[src/rtl/rast_tri_arbiter.sv]
// Two-source triangle arbiter feeding the bounding-box stage.
// Round-robin on contention, one registered output slot with full-throughput
// handoff, synchronous flush, and saturating per-source handoff counters.
module rast_tri_arbiter #(
  parameter int unsigned SIGFIG = 24,
  parameter int unsigned RADIX  = 10,
  parameter int unsigned VERTS  = 3,
  parameter int unsigned AXIS   = 3,
  parameter int unsigned COLORS = 3,
  parameter int unsigned NREQ   = 2,
  parameter int unsigned CNTW   = 16
) (
  input  logic                                              clk,
  input  logic                                              rst_n,
  input  logic signed [NREQ-1:0][VERTS-1:0][AXIS-1:0][SIGFIG-1:0] tri_i,
  input  logic        [NREQ-1:0][COLORS-1:0][SIGFIG-1:0]    color_i,
  input  logic        [NREQ-1:0]                            valid_i,
  output logic        [NREQ-1:0]                            ready_o,
  output logic signed [VERTS-1:0][AXIS-1:0][SIGFIG-1:0]     tri_o,
  output logic        [COLORS-1:0][SIGFIG-1:0]              color_o,
  output logic                                              valid_o,
  output logic                                              src_o,
  input  logic                                              ready_i,
  input  logic                                              flush_i,
  output logic        [NREQ-1:0][CNTW-1:0]                  count_o,
  output logic                                              idle_o
);

  // Data is passed through untouched, so the fixed-point split is irrelevant here.
  localparam int unsigned FRAC_BITS = RADIX;

  logic            ptr;      // index of the last granted source
  logic [NREQ-1:0] grant;
  logic            space;
  logic            accept;
  logic            sel;
  logic            handoff;

  // Output slot can take a new triangle when empty or draining, unless flushed.
  assign space   = (!valid_o || ready_i) && !flush_i;
  assign handoff = valid_o && ready_i && !flush_i;

  // Grant: lone requester wins; on a tie the source that did not win last time.
  always_comb begin
    grant = '0;
    case (valid_i)
      2'b01:   grant = 2'b01;
      2'b10:   grant = 2'b10;
      2'b11:   grant = ptr ? 2'b01 : 2'b10;
      default: grant = '0;
    endcase
  end

  assign ready_o = grant & {NREQ{space && rst_n}};
  assign accept  = |ready_o;
  assign sel     = ready_o[1];
  assign idle_o  = !valid_o && !(|valid_i);

  // Output slot, source tag and round-robin pointer.
  always_ff @(posedge clk or negedge rst_n) begin
    if (!rst_n) begin
      valid_o <= 1'b0;
      src_o   <= 1'b0;
      tri_o   <= '0;
      color_o <= '0;
      ptr     <= 1'b1;
    end else if (flush_i) begin
      valid_o <= 1'b0;
    end else if (accept) begin
      valid_o <= 1'b1;
      src_o   <= sel;
      tri_o   <= tri_i[sel];
      color_o <= color_i[sel];
      ptr     <= sel;
    end else if (handoff) begin
      valid_o <= 1'b0;
    end
  end

  // Per-source handoff counters, saturating at all-ones.
  always_ff @(posedge clk or negedge rst_n) begin
    if (!rst_n) begin
      count_o <= '0;
    end else begin
      for (int i = 0; i < int'(NREQ); i++) begin
        if (handoff && (int'(src_o) == i) && (count_o[i] != {CNTW{1'b1}})) begin
          count_o[i] <= count_o[i] + CNTW'(1);
        end
      end
    end
  end

endmodule

[config.mk]
export PLATFORM = sky130hd
export DESIGN_NAME = rast_tri_arbiter
export DESIGN_NICKNAME = d
export VERILOG_FILES = /design/src/rtl/rast_tri_arbiter.sv
export SDC_FILE = /design/constraint.sdc
export NUM_CORES = 1
export LEC_CHECK = 0
export ABC_AREA = 0
export CAP_MARGIN = 20
export CORE_AREA = 2 2 358 360
export DETAILED_ROUTE_END_ITERATION = 8
export DIE_AREA = 0 0 360 362
export GPL_TIMING_DRIVEN = 0
export SLEW_MARGIN = 20
export SYNTH_ARGS = -nofsm -noshare
export SYNTH_HDL_FRONTEND = slang
export SYNTH_SLANG_ARGS = --single-unit
[constraint.sdc]
create_clock -name clk -period 2.25 [get_ports clk]
set_input_delay 0.3375 -clock clk [delete_from_list [all_inputs] [get_ports clk]]
set_output_delay 0.3375 -clock clk [all_outputs]
set_load 0.005 [all_outputs]
==> flow_summary.ini <==
[grt]
grt_max_degree = 93
grt_pass1_wl_um = 150000
antenna_found_initial = 30
grt_use_total = 0.168
first_global_vias = 17200
grt-ovfl-total = 0

[logic_synthesis]
yosysTopAreaCell = dfrtp_1
ys_seq_elements = 323
synth_xor_xnor_area_share = 0.0156
synth.area.top_cells = dfrtp_1 55%, nand2_1 15%, a31oi_1 12%
syn_area_mm2 = 0.0146
synthesis.nets = 2314
synth_compound_area_frac = 0.128
synth_top_family_by_area = simple AND/OR/NAND/NOR gates
synth_mux_area_frac = 0.00385
yosys_warnings = 0
synth_cells = 1730
synth-simple-area-share = 0.257
yosysUniqueCellTypes = 40
avgSynthCellArea_um2 = 8.45
synth_top_area_share = 0.551
synthAdderAreaFrac = 0.00171
ys_seq_area_frac = 0.553

[sta]
hold_viol_final = 0
setup_violations = 0
max_freq_mhz = 452
hold_ws_ns = 0.277
final_max_slew_viol_count = 0
worstMarginPinSlew_ns = 0.861
fin_skew_ns = 0.0239
slew-limit-headroom = 0.424
period_share = 0.983
setup_tns_ns = 0
period_minus_slack_ns = 2.21
rsz0062_at_grt = yes

[floorplanning]
die_height_um = 362
io_pins = 907
std_cell_rows = 131
core_area_mm2 = 0.127
initial_core_util = 0.115
die_w_um = 360
dieArea_mm2 = 0.130

[placement]
dp.cells = 4301
place.gp.congestion = 0.910
dp_hpwl_um = 94900
io_buffers = 906

[cells_and_area]
layout_common_cells = 892 x clkdlybuf4s50_1, 590 x nand2_1, 321 x dfrtp_1
fillers = 14000
drive_above_1_share = 0.0865
final_nets = 3288
area_delta_synth_final_pct = 91.8
fin_util = 0.221
final_common_cell = clkdlybuf4s50_1
fin_cells = 4408

[clocking]
path_clk_slew_ns = 0.07
cts_tree = yes
htreeDepth = 2
cts_made_buffers = 44
clk-insertion-delay-late_ns = 0.61
clockBufferDepth = 3
root_buffer = clkbuf_16
cts.sinks = 323

[drt]
viasPerCell = 3.93
drc = 0
drtPass1Iterations = 5
drt_iter0_drc = 1112
drt-wirelength-per-cell_um = 25.9
num_vias = 17300
ant_nets = 0
wl_um = 114000

[worst_setup_path]
cp-end-kind = output port
cp-startpoint = ptr
critPathMaxFanout = 8
crit_path_end = ready_o[1]
rrSetupSlack_ns = 0.14
start_kind = register
crit_arrival_ns = 1.87
cp.required_ns = 1.91
r2r_end = color_o[65]
r2r-start = valid_o
r2r_cells = 7
critical_path_class = register to output port

[power]
power_mw = 22.0
ir_drop_mv = 0.533
power_density_mw_per_mm2 = 786
p_leak_nw = 11.4

[outcome]
outcome = complete, no violations

[min_path]
hp-class = input pin to register

[job]
maxCapViolCount = 0
==> worst min path at each step <==
stage	endpoint	startpoint	cells after the start	slack, ns
floorplan	color_o[0]	rst_n	0	0.04
global placement	ptr	ptr	2	0.46
detailed placement	tri_o[213]	rst_n	1	0.34
CTS	color_o[58]	color_i[130]	3	0.20
global route	color_o[61]	color_i[133]	3	0.24
finish	color_o[58]	color_i[130]	3	0.28
==> report_power, final <==
part | switching [mW] | internal, mW | leakage [nW] | total [mW]
clock network | 3.07 | 4.77 | 0.785 | 7.84
logic | 3.03 | 3.46 | 6.91 | 6.49
registers | 0.852 | 6.87 | 3.66 | 7.72
total | 6.96 | 15.1 | 11.4 | 22.0
==> sequential cells by signal (all words and copies together) (netlist names) <==
| name | cells |
|---|---|
| ptr | 1 |
| count_o | 32 |
| tri_o | 216 |
| src_o | 1 |
| valid_o | 1 |
| color_o | 72 |
==> through the flow <==
stage	worst slack (ns)	area [µm²]
floorplan	0.639	14600
global placement	-14.78	25800
detailed placement	-1.88	25900
CTS	-0.199	27900
global route	-0.111	28000
finish	0.0378	28000
==> critical path, stage by stage (launching register included) <==
cell and delay, ns:
dfstp_2 0.53, nand2_1 0.05, nand4_1 0.19, bufinv_8 0.23, clkbuf_16 0.15, clkbuf_2 0.11
==> cell families (layout without fill, tap and decap cells) <==
family          Yosys count  after routing
other cells               0              7
xor+xnor                 26             26
mux                       5              5
simple gates            948            948
flops                   323            323
fa+ha+maj                 2              2
buf+inv                 130           1139
compound gates          296            296
==> area by class of cell <==
class / count / area (µm²) / area share
diodes: 7 / 17.5 / 0.000625
plain buffers: 126 / 833 / 0.0297
clock buffers: 57 / 1260 / 0.0450
clock inverters: 24 / 325 / 0.0116
inverters: 2 / 21.3 / 0.000759
multi-input cells: 1277 / 5960 / 0.212
flip-flops and latches: 323 / 8090 / 0.288
well taps: 1662 / 2080 / 0.0742
repair buffers: 930 / 9460 / 0.337
==> per-layer routing <==
| metal | wire (µm) | share of wire | GRT usage |
|---|---|---|---|
| met3 | 9170 | 0.080 | 0.0543 |
| met2 | 54200 | 0.48 | 0.284 |
| met5 | 140 | 0.0012 | 0 |
| met4 | 4560 | 0.040 | 0.0582 |
| met1 | 46000 | 0.40 | 0.200 |
==> Yosys cell counts <==
cell type,n
or4_1,1
clkbuf_1,34
nor4_2,1
nand2b_1,6
ha_1,2
o41a_1,1
nor2b_1,1
nand4_2,1
nand4bb_1,1
xnor2_1,8
a31oi_1,289
and3_1,2
inv_2,1
buf_2,90
mux2_2,5
and4b_1,1
nand2_1,595
nor4b_2,1
and4_1,3
nor4_1,1
or3_1,1
nor4_4,2
nor3b_1,1
o21ai_0,1
o2111ai_1,1
nor2_1,295
and4bb_2,1
nand4_1,11
inv_1,1
nor3_1,12
buf_1,4
nand3_1,10
a41oi_1,1
dfrtp_1,322
xor2_1,18
o2111a_1,1
o211ai_1,1
dfstp_2,1
o211a_1,1
nand4b_1,1
==> what timing repair did <==
| action | in CTS | in global routing |
|---|---|---|
| gates cloned | 3 | 0 |
| hold buffers | 8 | 0 |
| resized for setup | 87 | 53 |
| pin swaps | 1 | 0 |
| setup buffers | 8 | 2 |
| setup endpoints to repair | 301 | 134 |
| endpoints found under the hold margin | 183 | 0 |
(Power assumes the default switching activity.)
